<file path="src/rtl/muldiv_seq.sv">
// muldiv_seq: sequential 32x32 multiply / divide unit with HI/LO registers.
// One operation takes a fixed 33 cycles from accept to result: 32 iterative
// shift-add or restoring shift-subtract steps on unsigned magnitudes, then a
// FIX cycle that applies sign correction and writes HI/LO.
//
// Request semantics: start and mt_we are sampled only while the unit is idle.
// While busy they are ignored, and stall tells the requester to hold them.
// mf_req never changes state; it only raises stall while busy.
module muldiv_seq (
    input  logic        clk,
    input  logic        reset,
    input  logic        start,
    input  logic [1:0]  op,
    input  logic [31:0] srca,
    input  logic [31:0] srcb,
    input  logic        mt_we,
    input  logic        mt_sel,
    input  logic        mf_req,
    input  logic        mf_sel,
    output logic [31:0] mf_data,
    output logic [31:0] hi,
    output logic [31:0] lo,
    output logic        busy,
    output logic        stall,
    output logic        done,
    output logic        divzero
);

    typedef enum logic [1:0] {
        IDLE = 2'd0,
        MUL  = 2'd1,
        DIV  = 2'd2,
        FIX  = 2'd3
    } state_t;

    state_t      state;
    state_t      state_next;

    // Iteration counter and shared accumulator.
    // MUL: acc = {partial product high, multiplier shifting out}.
    // DIV: acc = {partial remainder, dividend shifting out / quotient in}.
    logic [4:0]  cnt;
    logic [63:0] acc;
    logic [31:0] opnd;       // multiplicand (MUL) or divisor (DIV) magnitude
    logic        is_div;
    logic        sign_a;     // dividend / multiplicand was negative (signed ops)
    logic        sign_b;     // divisor / multiplier was negative (signed ops)
    logic        b_zero;

    logic        accept;
    logic        mt_write;

    logic        a_neg_in;
    logic        b_neg_in;
    logic [31:0] a_mag_in;
    logic [31:0] b_mag_in;

    logic [32:0] mul_sum;
    logic [32:0] div_diff;
    logic [63:0] prod_fix;
    logic [31:0] quo_fix;
    logic [31:0] rem_fix;
    logic [31:0] res_hi;
    logic [31:0] res_lo;

    // Operand magnitudes; op[0] selects the signed variants.
    always_comb begin
        a_neg_in = op[0] & srca[31];
        b_neg_in = op[0] & srcb[31];
        a_mag_in = a_neg_in ? (~srca + 32'd1) : srca;
        b_mag_in = b_neg_in ? (~srcb + 32'd1) : srcb;
    end

    // Single iteration step for each operation plus the final sign fix-up.
    always_comb begin
        mul_sum  = {1'b0, acc[63:32]} + {1'b0, opnd};
        div_diff = acc[63:31] - {1'b0, opnd};
        prod_fix = (sign_a ^ sign_b) ? (~acc + 64'd1) : acc;
        quo_fix  = (sign_a ^ sign_b) ? (~acc[31:0] + 32'd1) : acc[31:0];
        rem_fix  = sign_a ? (~acc[63:32] + 32'd1) : acc[63:32];
        // A zero divisor leaves the dividend as remainder, which the sign
        // fix turns back into srca; only the quotient needs forcing.
        res_hi   = is_div ? rem_fix : prod_fix[63:32];
        res_lo   = is_div ? (b_zero ? 32'hFFFF_FFFF : quo_fix) : prod_fix[31:0];
    end

    // State register.
    always_ff @(posedge clk) begin
        if (reset) begin
            state <= IDLE;
        end else begin
            state <= state_next;
        end
    end

    // Next-state logic and request decode; start wins over mt_we in IDLE.
    always_comb begin
        state_next = state;
        accept     = 1'b0;
        mt_write   = 1'b0;
        case (state)
            IDLE: begin
                if (start) begin
                    accept     = 1'b1;
                    state_next = op[1] ? DIV : MUL;
                end else if (mt_we) begin
                    mt_write = 1'b1;
                end
            end
            MUL: begin
                if (cnt == 5'd31) state_next = FIX;
            end
            DIV: begin
                if (cnt == 5'd31) state_next = FIX;
            end
            FIX: begin
                state_next = IDLE;
            end
            default: state_next = IDLE;
        endcase
    end

    // Datapath, HI/LO and registered status outputs.
    always_ff @(posedge clk) begin
        if (reset) begin
            cnt     <= 5'd0;
            acc     <= 64'd0;
            opnd    <= 32'd0;
            is_div  <= 1'b0;
            sign_a  <= 1'b0;
            sign_b  <= 1'b0;
            b_zero  <= 1'b0;
            hi      <= 32'd0;
            lo      <= 32'd0;
            busy    <= 1'b0;
            done    <= 1'b0;
            divzero <= 1'b0;
        end else begin
            done    <= 1'b0;
            divzero <= 1'b0;
            case (state)
                IDLE: begin
                    if (accept) begin
                        cnt    <= 5'd0;
                        busy   <= 1'b1;
                        is_div <= op[1];
                        sign_a <= a_neg_in;
                        sign_b <= b_neg_in;
                        b_zero <= (srcb == 32'd0);
                        if (op[1]) begin
                            acc  <= {32'd0, a_mag_in};
                            opnd <= b_mag_in;
                        end else begin
                            acc  <= {32'd0, b_mag_in};
                            opnd <= a_mag_in;
                        end
                    end else if (mt_write) begin
                        if (mt_sel) hi <= srca;
                        else        lo <= srca;
                    end
                end
                MUL: begin
                    if (acc[0]) acc <= {mul_sum, acc[31:1]};
                    else        acc <= {1'b0, acc[63:1]};
                    cnt <= cnt + 5'd1;
                end
                DIV: begin
                    if (!div_diff[32]) acc <= {div_diff[31:0], acc[30:0], 1'b1};
                    else               acc <= {acc[62:0], 1'b0};
                    cnt <= cnt + 5'd1;
                end
                FIX: begin
                    hi      <= res_hi;
                    lo      <= res_lo;
                    busy    <= 1'b0;
                    done    <= 1'b1;
                    divzero <= is_div & b_zero;
                end
                default: ;
            endcase
        end
    end

    assign mf_data = mf_sel ? hi : lo;
    assign stall   = busy & (start | mf_req | mt_we);

endmodule

</file>
<file path="config.mk">
export PLATFORM = sky130hd
export DESIGN_NAME = muldiv_seq
export DESIGN_NICKNAME = d
export VERILOG_FILES = /design/src/rtl/muldiv_seq.sv
export SDC_FILE = /design/constraint.sdc
export NUM_CORES = 1
export LEC_CHECK = 0
export ABC_CLOCK_PERIOD_IN_PS = 4600
export CAP_MARGIN = 40
export CORE_UTILIZATION = 55
export DETAILED_ROUTE_END_ITERATION = 8
export GPL_TIMING_DRIVEN = 0
export PLACE_DENSITY = 0.78
export RECOVER_POWER = 100
export SYNTH_ARGS = -nofsm -noshare
export SYNTH_HDL_FRONTEND = slang
export SYNTH_SLANG_ARGS = --single-unit
</file>
<file path="constraint.sdc">
create_clock -name clk -period 4.6 [get_ports clk]
set_clock_uncertainty 0.2 [all_clocks]
set_input_delay 1.15 -clock clk [delete_from_list [all_inputs] [get_ports clk]]
set_output_delay 1.15 -clock clk [all_outputs]
set_load 0.005 [all_outputs]
</file>
==> out/results.txt, run 1 <==
Worst-Skew Late Latency - 0.46 ns
Post-synth EDFFs - 0
Post-DP HPWL - 50210 µm
Data required, critical path - 4.76 ns
Synthesized area per cell - 7.491 µm²
Root buf cell - clkbuf_16
RSZ-0062 raised after global routing - false
Status - finished clean
Layout cells sized above 1 - 5.858%
Crit path kind - reg -> reg
Crit end category - register
Power per cell area - 425.1 nW/µm²
Post-DRT Antenna Nets - 0
Least-Margin Pin Slew - 0.9403 ns
Yosys cell types - 82
Placed cells - 2526
Crit share post-route - 98.77%
FP Rows - 60
Total clock buffers created by CTS - 17
Worst setup startpoint - acc[0]
Clk buf depth - 2
Seq/Total Area, Yosys - 23.08%
Max_slew headroom - 37.32%
Final setup fails - 0
Routed WL - 62580 µm
P&R area growth vs syn - 18.21%
CTS sink cnt - 174
Tmin final - 4.543 ns
Seq cells post-synth - 174
Initial antenna violation count - 0
CTS tree - done
RR Startpoint - acc[0]
Drt drc - 0
Die area - 28110 µm²
Layout Nets - 2355
Arrival time at the worst endpoint - 4.71 ns
Global placement routability congestion - 1.050
Placed Area - 17220 µm²
WL/cell - 24.44 µm
Final hold vios - 0
Post-synth top area cell - dfxtp_1
Final instance area - 17840 µm²
DR vias - 17409
GRT Resource Usage Total - 43.87%
Critical path launch point type - register
Max-cap violations - 0
Top cells by area, synth - dfxtp_1 (23%), a21oi_1 (7.3%), ha_1 (6.1%)
H-tree lvl count - 4
Worst hold slack - 0.2694 ns
Largest net degree at the start of global routing - 20
I/O Pins - 173
Critical hold path startpoint - lo[25]
YS warnings - 0
Layout Cells excl Fill - 2560
Final Power - 7586 µW
Vias in the first global route - 15535
Drt first-iter violations - 2884
Synthesized area - 15090 µm²
Lkg Pwr - 0.007214 µW
First-pass GRT wire length - 93480 µm
Top-count cell post-synth - a21oi_1
Die Span X - 167.7 µm
# diodes - 0
HP Class - reg -> reg
Drt pass-1 iters - 8
Synth top area share - 23.08%
Initial Util - 56.01%
Pins Over Slew Limit - 0
Asr flop ratio synth - 0%
Core area - 26950 µm²
Buffers added on ports - 168
Chip height - 167.7 µm
Worst ir drop on vdd - 0.0002522 V
CP Max Fanout - 8
CTS Hold Bufs - 0
Post-synthesis net count - 2164
Dominant synthesized flop cell - dfxtp_1
Global route total overflow - 0
Worst-path clk slew - 0.08 ns
Via density - 6.800
FMAX - 220.1 MHz
Post-Synthesis Cells - 2015
Utilization after layout - 66.21%
Post-synth top cells - a21oi_1 (219), nand2_1 (203), nor2_1 (196)
## critical path, stage by stage (launching register included)
cell	delay, ns
dfxtp_1	0.47
clkinv_1	0.39
ha_1	0.28
or3b_2	0.54
or4_1	0.53
nor4_1	0.61
inv_1	0.17
o21ai_2	0.30
nand2_1	0.11
xor2_1	0.44
mux2i_1	0.17
a211oi_1	0.25
## final cells by class
| type | count | area (µm²) |
|---|---|---|
| Multi-Input combinational cell | 1631 | 10770 |
| Fill cell | 2431 | 9107 |
| Sequential cell | 174 | 3483 |
| Timing Repair Buffer | 172 | 1732 |
| Buffer | 147 | 599.3 |
| Tap cell | 341 | 426.7 |
| Clock buffer | 17 | 425.4 |
| Inverter | 63 | 236.5 |
| Clock inverter | 15 | 170.2 |
## placed cells by master (no fill, tap or decap), types with 10 or more instances in the layout
master           synthesis  final
nor3_1                  50     50
o211ai_1                37     37
o41ai_1                 10     10
a22oi_1                 32     32
xnor2_1                104    104
dlygate4sd3_1            0    100
a31oi_1                 25     25
inv_1                   61     61
o21bai_1                10     10
mux2i_1                 37     37
nor4_1                  15     15
a221oi_1                13     13
a21o_1                  41     41
xor2_1                  72     72
a222oi_1                16     16
mux2_2                  51     51
a21oi_1                219    220
a211oi_1                52     52
nand2_1                203    203
nand3_1                 20     20
o221ai_1                33     33
clkbuf_16                0     17
o21ai_0                110    111
and3_1                  10     10
clkbuf_1               116    119
dfxtp_1                174    174
or3_1                   18     19
buf_1                   15     12
nand2b_1                17     17
nor2b_1                 11     11
buf_2                   11     10
or4_1                   14     15
nor2_1                 196    196
ha_1                    74     74
clkdlybuf4s50_1          0     68
o31ai_1                 21     22
## stage by stage
stage                     worst slack [ns]  TNS [ns]
after global placement             -0.5150    -12.12
after CTS                          0.05787         0
after global routing               0.03484         0
after detailed placement           -0.5663    -14.27
after floorplan                     0.6015         0
final                              0.05673         0
## cell families after synthesis
logic type	after synthesis	share of synthesized area (%)
flip-flops	174	23.08
XOR/XNOR	177	10.32
adder cells (fa/ha/maj)	76	6.399
AND/OR/NAND/NOR	605	18.60
buffers and inverters	210	5.554
multiplexers	88	6.258
AO/OA/AOI/OAI	685	29.79
## registers in the layout, summed over array words and instances, names as in the netlist, 2 cells and up
signal	flops
acc	64
hi	32
lo	32
opnd	32
cnt	5
state	2
## layer usage
layer	share of wire (%)	vias to the layer above	global-route usage, %
li1	-	7781	-
met1	41	8173	59.94
met2	41	1267	64.71
met3	13	188	10.19
met4	5.1	0	21.14
met5	0	-	0
## power breakdown
part	total [µW]	internal, µW	switching [µW]
clock	1530	733	792
combinational	3970	1410	2560
sequential	2090	1750	339
total	7590	3900	3690
## worst paths after layout
| check | end | slack (ns) | cells after the start |
|---|---|---|---|
| min reg2reg | lo[25] | 0.27 | 2 |
| max reg2reg | hi[16] | 0.06 | 11 |
| min | lo[25] | 0.27 | 2 |
| max | hi[16] | 0.06 | 11 |
## what timing repair did
item | 4_1_cts | 5_1_grt
setup buffers | 1 | 0
endpoints found under the hold margin | 0 | 0
pin swaps | 0 | 1
endpoints found under the setup margin | 34 | 16
resized for setup | 4 | 3
(Power assumes the default switching activity.)
==> inputs of run 2 (changes only) <==
Settings changed: CORE_UTILIZATION 55 to 30, PLACE_DENSITY 0.78 to not set.
==> run 2 against run 1 <==
Power increased by 1.4%. Wire length increased by 9.0%. Non-clock buffer count unchanged. Via count decreased by 3.9%. Sequential power about the same. Design area increased by 2.4%. Die area increased by 82%. Global-route usage decreased by 18 points.
==> out/results.txt, run 2 (synthesis gave the netlist of run 1 again) <==
Status - finished clean
Lkg Pwr - 0.007224 µW (+0.15%)
Vias in the first global route - 15322 (-1.4%)
Pint - 3969 µW (+1.9%)
Pins Over Slew Limit - 0 (unchanged)
Post-DRT Antenna Nets - 0 (unchanged)
Tmin final - 4.493 ns (-0.05004 ns)
Core area - 49250 µm² (+83%)
Clock share of power - 20.2% (about the same)
Setup ws final - 0.1068 ns (+0.05004 ns)
Layout cells sized above 1 - 5.994% (+0.14 points)
Least-Margin Pin Slew - 1.123 ns (+0.1827 ns)
Crit path kind - in -> reg
Root buf cell - clkbuf_16
Buffers added on ports - 168 (unchanged)
Via density - 5.799 (-15%)
Die Span X - 226.3 µm (+35%)
Flop pwr share - 27.2% (-0.4 points)
Final hold vios - 0 (unchanged)
Layout Nets - 2355 (unchanged)
Critical hold path startpoint - lo[13]
Initial Util - 30.65% (-25 points)
GRT Resource Usage Total - 26.07% (-18 points)
Worst R2R Path Depth - 14 (+3)
FP Rows - 81 (+35%)
Critical path launch point type - primary input
Worst setup startpoint - srca[0]
Drt first-iter violations - 2314 (-20%)
CP Max Fanout - 7 (-1)
Routed WL - 68230 µm (+9.0%)
Max_slew headroom - 24.79% (-13 points)
Final setup fails - 0 (unchanged)
Clk buf depth - 2 (unchanged)
I/O Pins - 173 (unchanged)
Drt pass-1 iters - 6 (-2)
Global route total overflow - 0 (unchanged)
RR Startpoint - acc[31]
Crit end category - register
Max-cap violations - 0 (unchanged)
Post-place setup slack - -0.5726 ns (-0.006238 ns)
P_sw - 3721 µW (+0.85%)
Worst hold stages - 2 (unchanged)
Commonest cells after routing, fill and taps aside - a21oi_1 (219), nand2_1 (203), nor2_1 (196)
FF-to-FF setup slack - 0.11 ns (+0.05 ns)
Crit share post-route - 97.68% (-1.1 points)
Total clock buffers created by CTS - 17 (unchanged)
Switch share - 48.39% (-0.25 points)
Worst-Skew Late Latency - 0.47 ns (about the same)
First-pass GRT wire length - 99560 µm (+6.5%)
Arrival time at the worst endpoint - 4.68 ns (-0.03 ns)
Power per cell area - 420.9 nW/µm² (-0.99%)
FMAX - 222.6 MHz (+1.1%)
Worst Hold Path EP - lo[13]
Global placement routability congestion - 0.9799 (-6.6%)
Most flops, register - acc
Die area - 51220 µm² (+82%)
Drt drc - 0 (unchanged)
Power share of the combinational group - 52.6% (+0.3 points)
Largest net degree at the start of global routing - 18 (-10%)
Chip height - 226.3 µm (+35%)
Data required, critical path - 4.79 ns (+0.03 ns)
CTS sink cnt - 174 (unchanged)
Fill cells - 5244 (+120%)
Placed Area - 17630 µm² (+2.3%)
Post-route setup TNS - 0 ns (unchanged)
Largest register FFs - 64 (unchanged)
HP Class - reg -> reg
H-tree lvl count - 4 (unchanged)
Worst ir drop on vdd - 0.0003155 V (+25%)
Commonest non-fill, non-tap cell in the layout - a21oi_1
Worst-path clk slew - 0.08 ns (about the same)
Worst hold slack - 0.2667 ns (-0.002610 ns)
Post-DP HPWL - 55490 µm (+10%)
CTS tree - done
WL/cell - 23.65 µm (-3.3%)
Initial antenna violation count - 0 (unchanged)
P&R area growth vs syn - 21.04%
DR vias - 16729 (-3.9%)
Worst r2r dst - acc[40]
Final instance area - 18270 µm² (+2.4%)
## run 2: cell types whose count changed in the layout (fill, tap and decap cells not counted), sizes merged
cell / delta
clkinv: -3
clkbuf: +2
clkinvlp: -2
diode: +2
inv: +2
bufinv: +1
clkdlybuf4s50: -1
dlygate4sd3: +1
## run 2: worst max-delay path by stage
| stage | endpoint | slack (ns) | cells after the start |
|---|---|---|---|
| after floorplan | acc[62] | 0.60 | 14 |
| after global placement | acc[26] | -0.69 | 10 |
| after detailed placement | acc[26] | -0.57 | 10 |
| after CTS | acc[26] | 0.004 | 10 |
| after global routing | acc[37] | -0.008 | 14 |
| final | acc[26] | 0.11 | 13 |
## run 2: final cells by class
type / instances / area [µm²] / area share (%)
well taps: 664 / 830.8 / 4.547
plain buffers: 147 / 601.8 / 3.294
clock buffers: 19 / 452.9 / 2.479
flip-flops and latches: 174 / 3483 / 19.07
multi-input cells: 1631 / 10790 / 59.08
diodes: 2 / 5.005 / 0.02739
clock inverters: 13 / 145.1 / 0.7944
repair buffers: 172 / 1720 / 9.417
inverters: 63 / 236.5 / 1.294
## run 2: metrics by stage
| step | instances | power, µW | util, % |
|---|---|---|---|
| finish | 2885 | 7690 | 37.09 |
| detailed placement | 2849 | 6073 | 35.78 |
| CTS | 2882 | 7615 | 37.05 |
| global placement | 2847 | 6044 | 35.75 |
| global route | 2883 | 8035 | 37.08 |
| floorplan | 2015 | 4510 | - |
## run 2: power groups by stage
stage	clock, µW	combinational, µW	sequential (µW)
floorplan	0	2530	1980
global placement	0	3940	2110
detailed placement	0	3960	2120
CTS	1550	3990	2080
global route	1610	4310	2110
finish	1550	4040	2090
## run 2: worst max-delay path, cell delays in order
cell and delay, ns:
dlygate4sd3_1 0.73, inv_1 0.12, ha_1 0.17, nand2b_1 0.13
nor4_2 0.42, nand2_1 0.23, or3_1 0.37, o41ai_1 0.32
xor2_1 0.12, buf_4 0.18, a211oi_1 0.41, a211oi_1 0.12
nor3_1 0.21
## run 2: repair_timing
| action | in CTS | in global routing |
|---|---|---|
| setup buffers | 1 | 1 |
| pin swaps | 0 | 1 |
| hold buffers | 0 | 0 |
| resized for setup | 2 | 7 |
| setup endpoints to repair | 34 | 27 |
## run 2: layer usage
| metal | share of wire [%] | vias up | routed length, µm | global-route usage (%) |
|---|---|---|---|---|
| met5 | 0 | - | 0 | 0 |
| met4 | 2.9 | 0 | 1989 | 7.912 |
| met3 | 9.4 | 104 | 6394 | 4.678 |
| met2 | 42 | 885 | 28880 | 38.91 |
| met1 | 45 | 7975 | 30960 | 37.64 |
| li1 | - | 7765 | - | - |
